[src/rtl/ifu_pkg.sv]
// -----------------------------------------------------------------------------
// ifu_pkg
// Shared constants for the instruction fetch unit and its next-PC helper.
//   NPC_*     : next-PC select encodings driven by decode/execute on npc_op
//   INST_NOP  : canonical RV32I NOP (addi x0, x0, 0), the reset value of inst
//   XLEN      : architectural register / address width
// -----------------------------------------------------------------------------
package ifu_pkg;

    localparam int XLEN = 32;

    localparam logic [1:0] NPC_PC4  = 2'd0;
    localparam logic [1:0] NPC_BR   = 2'd1;
    localparam logic [1:0] NPC_JAL  = 2'd2;
    localparam logic [1:0] NPC_JALR = 2'd3;

    localparam logic [XLEN-1:0] INST_NOP = 32'h0000_0013;

    // RV32I without the C extension requires 4-byte aligned fetch targets.
    function automatic logic is_misaligned(input logic [XLEN-1:0] addr);
        return |addr[1:0];
    endfunction

endpackage

[src/rtl/ifu_npc.sv]
// -----------------------------------------------------------------------------
// ifu_npc
// Purely combinational next-PC computation for the fetch unit.
// Ports:
//   i_pc       in  32 : address of the instruction being retired from fetch
//   i_npc_op   in  2  : next-PC select (NPC_PC4/NPC_BR/NPC_JAL/NPC_JALR)
//   i_br_taken in  1  : branch condition, only meaningful with NPC_BR
//   i_ext      in  32 : sign-extended branch/JAL offset
//   i_aluc     in  32 : ALU result, the JALR target before bit-0 clearing
//   o_npc      out 32 : computed next PC (modulo 2^32)
//   o_misalign out 1  : o_npc is not word aligned
// -----------------------------------------------------------------------------
module ifu_npc
    import ifu_pkg::*;
(
    input  logic [31:0] i_pc,
    input  logic [1:0]  i_npc_op,
    input  logic        i_br_taken,
    input  logic [31:0] i_ext,
    input  logic [31:0] i_aluc,
    output logic [31:0] o_npc,
    output logic        o_misalign
);

    logic [31:0] w_pc4;
    logic [31:0] w_pc_rel;
    logic [31:0] w_jalr;

    // All sums wrap naturally at 32 bits; no overflow detection is wanted.
    assign w_pc4    = i_pc + 32'd4;
    assign w_pc_rel = i_pc + i_ext;
    // JALR clears bit 0 only; a set bit 1 survives and is caught as misaligned.
    assign w_jalr   = i_aluc & ~32'h1;

    always_comb begin
        o_npc = w_pc4;
        case (i_npc_op)
            NPC_PC4:  o_npc = w_pc4;
            NPC_BR:   o_npc = i_br_taken ? w_pc_rel : w_pc4;
            NPC_JAL:  o_npc = w_pc_rel;
            NPC_JALR: o_npc = w_jalr;
            default:  o_npc = w_pc4;
        endcase
    end

    assign o_misalign = is_misaligned(o_npc);

endmodule

[src/rtl/ifu.sv]
// -----------------------------------------------------------------------------
// ifu
// Instruction fetch unit for the RV32I core. Owns the architectural PC, fetches
// one instruction word at a time over a req/gnt/rvalid memory handshake and
// hands it to decode with a valid/ready handshake.
// Ports:
//   clk, rst_n          : clock, asynchronous active-low reset
//   npc_op, br_taken,
//   ext, aluc     in    : next-PC controls, sampled only when inst is accepted
//   inst_ready    in    : downstream accepts the presented instruction
//   inst_valid    out   : inst/pc/pc4 are valid
//   inst, pc      out   : fetched word and its address (registered)
//   pc4           out   : pc + 4 (combinational from the pc register)
//   fault         out   : sticky misaligned-target fault
//   imem_req      out   : fetch request (registered)
//   imem_addr     out   : fetch address, always equal to pc
//   imem_gnt      in    : request accepted by memory
//   imem_rvalid   in    : response word valid
//   imem_rdata    in    : response instruction word
// -----------------------------------------------------------------------------
module ifu
    import ifu_pkg::*;
#(
    parameter logic [31:0] RESET_PC = 32'h0000_0000
)(
    input  logic        clk,
    input  logic        rst_n,
    input  logic [1:0]  npc_op,
    input  logic        br_taken,
    input  logic [31:0] ext,
    input  logic [31:0] aluc,
    input  logic        inst_ready,
    output logic        inst_valid,
    output logic [31:0] inst,
    output logic [31:0] pc,
    output logic [31:0] pc4,
    output logic        fault,
    output logic        imem_req,
    output logic [31:0] imem_addr,
    input  logic        imem_gnt,
    input  logic        imem_rvalid,
    input  logic [31:0] imem_rdata
);

    typedef enum logic [2:0] {
        S_IDLE  = 3'd0,
        S_REQ   = 3'd1,
        S_WAIT  = 3'd2,
        S_VALID = 3'd3,
        S_HALT  = 3'd4
    } state_t;

    state_t      r_state;
    logic [31:0] r_pc;
    logic [31:0] r_inst;
    logic        r_inst_valid;
    logic        r_imem_req;
    logic        r_fault;

    logic [31:0] w_npc;
    logic        w_misalign;

    ifu_npc u_npc (
        .i_pc       (r_pc),
        .i_npc_op   (npc_op),
        .i_br_taken (br_taken),
        .i_ext      (ext),
        .i_aluc     (aluc),
        .o_npc      (w_npc),
        .o_misalign (w_misalign)
    );

    // Outputs are registered alongside the state so that each output's value
    // is decided in the same branch that decides the next state. gnt outside
    // REQ and rvalid outside WAIT fall through untouched, which is what drops
    // stale responses still in flight from before a reset.
    always_ff @(posedge clk or negedge rst_n) begin
        if (!rst_n) begin
            r_state      <= S_IDLE;
            r_pc         <= RESET_PC;
            r_inst       <= INST_NOP;
            r_inst_valid <= 1'b0;
            r_imem_req   <= 1'b0;
            r_fault      <= 1'b0;
        end else begin
            case (r_state)
                S_IDLE: begin
                    r_state    <= S_REQ;
                    r_imem_req <= 1'b1;
                end
                S_REQ: begin
                    // pc is not touched here, so imem_addr stays stable
                    // for as long as the grant is withheld.
                    if (imem_gnt) begin
                        r_state    <= S_WAIT;
                        r_imem_req <= 1'b0;
                    end
                end
                S_WAIT: begin
                    if (imem_rvalid) begin
                        r_inst       <= imem_rdata;
                        r_inst_valid <= 1'b1;
                        r_state      <= S_VALID;
                    end
                end
                S_VALID: begin
                    if (inst_ready) begin
                        r_inst_valid <= 1'b0;
                        if (w_misalign) begin
                            // pc keeps the faulting instruction's address.
                            r_fault <= 1'b1;
                            r_state <= S_HALT;
                        end else begin
                            r_pc       <= w_npc;
                            r_imem_req <= 1'b1;
                            r_state    <= S_REQ;
                        end
                    end
                end
                S_HALT: begin
                    r_inst_valid <= 1'b0;
                    r_imem_req   <= 1'b0;
                end
                default: begin
                    r_state      <= S_IDLE;
                    r_inst_valid <= 1'b0;
                    r_imem_req   <= 1'b0;
                end
            endcase
        end
    end

    assign inst_valid = r_inst_valid;
    assign inst       = r_inst;
    assign pc         = r_pc;
    assign pc4        = r_pc + 32'd4;
    assign fault      = r_fault;
    assign imem_req   = r_imem_req;
    assign imem_addr  = r_pc;

endmodule

[config.mk]
export PLATFORM = sky130hd
export DESIGN_NAME = ifu
export DESIGN_NICKNAME = d
export VERILOG_FILES = /design/src/rtl/ifu_pkg.sv /design/src/rtl/ifu_npc.sv /design/src/rtl/ifu.sv
export SDC_FILE = /design/constraint.sdc
export NUM_CORES = 1
export LEC_CHECK = 0
export CORE_ASPECT_RATIO = 0.5
export CORE_UTILIZATION = 48
export CTS_BUF_LIST = sky130_fd_sc_hd__clkbuf_2
export DETAILED_ROUTE_END_ITERATION = 10
export PLACE_DENSITY = 0.92
export SLEW_MARGIN = 20
export SYNTH_ARGS = -nofsm -noshare
export SYNTH_HDL_FRONTEND = slang
export SYNTH_SLANG_ARGS = --single-unit
[constraint.sdc]
create_clock -name clk -period 8.4 [get_ports clk]
set_input_delay 0.84 -clock clk [delete_from_list [all_inputs] [get_ports clk]]
set_output_delay 0.84 -clock clk [all_outputs]
set_load 0.05 [all_outputs]
==> qor.csv <==
stage,metric,value,unit
worst_setup_path,cells on worst reg2reg path,10,
pwr,pwr/cell area,449,nW/µm²
detailed_routing,top sig layer,met4,
worst_setup_path,CP arrival,4270,ps
min_path,Hold Crit Class,input pin to async pin,
clock_network,# hold bufs at CTS,0,
yosys,Post-synth top flop,dfrtp_1,
worst_setup_path,crit start category,flop,
clock_network,Worst-path clk slew,250,ps
placement,hpwl dp,13.8,mm
pwr,Peak VDD IR,0.217,mV
yosys,Yosys top cell by area,dfrtp_1,
detailed_routing,drt initial violations,496,
detailed_routing,drt total wl,18.5,mm
pwr,Leakage,3.30,nW
clock_network,CTS tree,done,
sta,"Setup violations, final",0,
yosys,most frequently used cell type in the post-synthesis netlist,dfrtp_1,
clock_network,clock root buffer,clkbuf_2,
yosys,"Seq/Total Area, Yosys",0.311,
worst_setup_path,worst endpoint required time,7560,ps
pwr,Clk network pwr share,0.055,
sta,worst slew pin tran,1070,ps
clock_network,clk buf depth,2,
sta,"Hold Violations, Final",0,
yosys,Mapped Area,5650,µm²
yosys,Seq cells post-synth,70,
global_routing,global route overflow,0,
placement,GPL Wtd Cong,0.922,
worst_setup_path,Worst path depth,8,
clock_network,post-CTS sizing,0,
floorplanning,Core Region,11200,µm²
detailed_routing,WL/cell,18.5,µm
clock_network,total setup buffers inserted after CTS,0,
worst_setup_path,Crit path top cell by count,and3_1,
yosys,Mean Syn Cell Area,8.75,µm²
yosys,post-synth top area share,0.297,
pwr,Sequential Power Share,0.201,
detailed_routing,met2 WL,8.92,mm
yosys,Ys Warns,0,
worst_setup_path,Crit Path Max Fanout,9,
worst_setup_path,Crit Path Class,flop to output pin,
sta,Setup Skew,30.9,ps
worst_setup_path,CP max stage cell,clkdlybuf4s50_1,
yosys,leading post-synthesis cells by cell area,"dfrtp_1 (30%), ha_1 (7.1%), mux2_2 (6.6%)",
pwr,P_int,1.49,mW
yosys,Synth cell types,63,
final_layout,Antenna Cells,0,
global_routing,number of global-route vias before repair,5607,
worst_setup_path,cell class contributing the biggest share of worst-path delay,simple AND/OR/NAND/NOR gates,
floorplanning,width of the die,155,µm
global_routing,total global-route track usage,0.296,
clock_network,H-tree depth,3,
detailed_routing,vias,5948,
run_status,status,completed,
placement,# placed instances,982,
detailed_routing,routed vias/inst,5.96,
global_routing,largest net degree at the start of global routing,71,
detailed_routing,Detail Route Antenna Nets,0,
final_layout,Layout Nets,971,
final_layout,Syn-to-layout area delta,41.1,%
detailed_routing,drt pass-1 iters,6,
final_layout,Post-Layout Cell Count,998,
floorplanning,die height,78.7,µm
global_routing,initial antenna violation count,0,
clock_network,clk_lat worst skew,560,ps
yosys,Synth Instances,646,
clock_network,CTS Buf Count,9,
pwr,Comb pwr share,0.744,
sta,unrepaired setup endpoints after global routing,no,
detailed_routing,wl on met1,7.49,mm
pwr,Final Power,3.58,mW
floorplanning,I/O pins,235,
yosys,"EDFF count, synth",0,
worst_setup_path,Critical Path End Type,output pin,
global_routing,first-pass GRT wire length,28.6,mm
sta,highest clock rate,196,MHz
floorplanning,Rows,27,
final_layout,layout cell share with drive strength beyond 1,0.0834,
sta,final slew viol count,0,
pwr,switching share of total power,0.585,
sta,setup_tns,0,ps
pwr,P_sw,2.10,mW
clock_network,# clock sinks,70,
sta,Final Cycle Share,0.608,
yosys,asr flop ratio synth,1.00,
yosys,Commonest cells post-synth,"dfrtp_1 (67), nand2_1 (66), a21oi_1 (49)",
sta,post-route minimum period,5110,ps
placement,IO buf count,233,
detailed_routing,wire length on met3,1.50,mm
yosys,syn nets,783,
detailed_routing,# DRC,0,
worst_setup_path,"Buf+Inv Stages, Crit Path",1,
worst_setup_path,cell chain of the critical path,ha_1 -> nand2_1 -> nor4_1 -> and3_1 -> and3_1 -> and3_1 -> xor2_1 -> clkdlybuf4s50_1,
run,# Max-Cap Violations,0,
floorplanning,Die ar.,12200,µm²
floorplanning,Starting Density,0.504,
worst_setup_path,Worst path max stage delay,830,ps
sta,relative slew slack,0.288,
## power by group through the flow
stage          clock (mW)  combinational (mW)  sequential [mW]
2_1_floorplan           0                1.40             1.20
3_3_place_gp            0                2.58            0.712
3_5_place_dp            0                2.64            0.726
4_1_cts             0.202                2.65            0.716
5_1_grt             0.215                2.79            0.746
6_report            0.197                2.66            0.722
## final timing paths
path	from	to	slack, ps
worst max-delay path	imem_addr[2]	pc4[30]	3290
worst min-delay path	rst_n	inst[21]	380
worst max register to register	imem_addr[0]	imem_addr[28]	4900
worst min register to register	fault	fault	510
max in group asynchronous	rst_n	inst[24]	7420
min in group clk	fault	fault	510
## sequential cells by signal, indices dropped and copies added, names as in the netlist
signal / count
imem_req: 1
imem_addr: 32
inst: 32
fault: 1
r_state: 3
inst_valid: 1
## per-stage QoR
| stage | area, µm² | hold WS (ps) | util | worst slack [ps] |
|---|---|---|---|---|
| finish | 7970 | 381 | 0.711 | 3290 |
| global route | 7970 | 383 | 0.711 | 3140 |
| CTS | 7970 | 368 | 0.711 | 3330 |
| detailed placement | 7860 | 462 | 0.701 | 4000 |
| global placement | 7860 | 454 | 0.701 | 4060 |
| floorplan | 5650 | 490 | - | 4540 |
## cell usage in the layout (no fill, tap or decap), types with 5 or more instances in the layout
master and n:
clkbuf_2 9, o21bai_1 5, clkdlybuf4s50_1 232, buf_4 5, a21oi_1 49, a222oi_1 8, nand3_1 15, mux2_2 33
o221ai_1 5, a221oi_1 9, ha_1 32, nand2_1 66, and3_1 10, a21o_1 14, nor2_1 43, nand2b_1 6
o22ai_1 5, and2_1 11, dfrtp_1 67, inv_1 16, xnor2_1 30, o21ai_0 45, xor2_1 22, nor3_1 13
nand4_1 5
## layer usage
metal  vias up  GRT usage
met4         0      0.115
met3        61     0.0568
met1      2827      0.365
li1       2713          -
met2       347      0.515
met5         -          0
## layout make-up
class / instances / area (µm²)
Clock buffer: 9 / 45.0
Clock inverter: 7 / 61.3
Fill cell: 860 / 3250
Inverter: 16 / 60.1
Multi-Input combinational cell: 500 / 3490
Sequential cell: 70 / 1760
Tap cell: 159 / 199
Timing Repair Buffer: 237 / 2360
## cells by family after synthesis
kind of cell	Yosys count	synth area share
AND/OR/NAND/NOR	195	0.176
AO/OA/AOI/OAI	184	0.214
buffers and inverters	76	0.0733
flip-flops	70	0.311
XOR/XNOR	52	0.0806
multiplexers	36	0.0711
adder cells (fa/ha/maj)	33	0.0744
No activity file was read; power rests on OpenSTA's default activity.
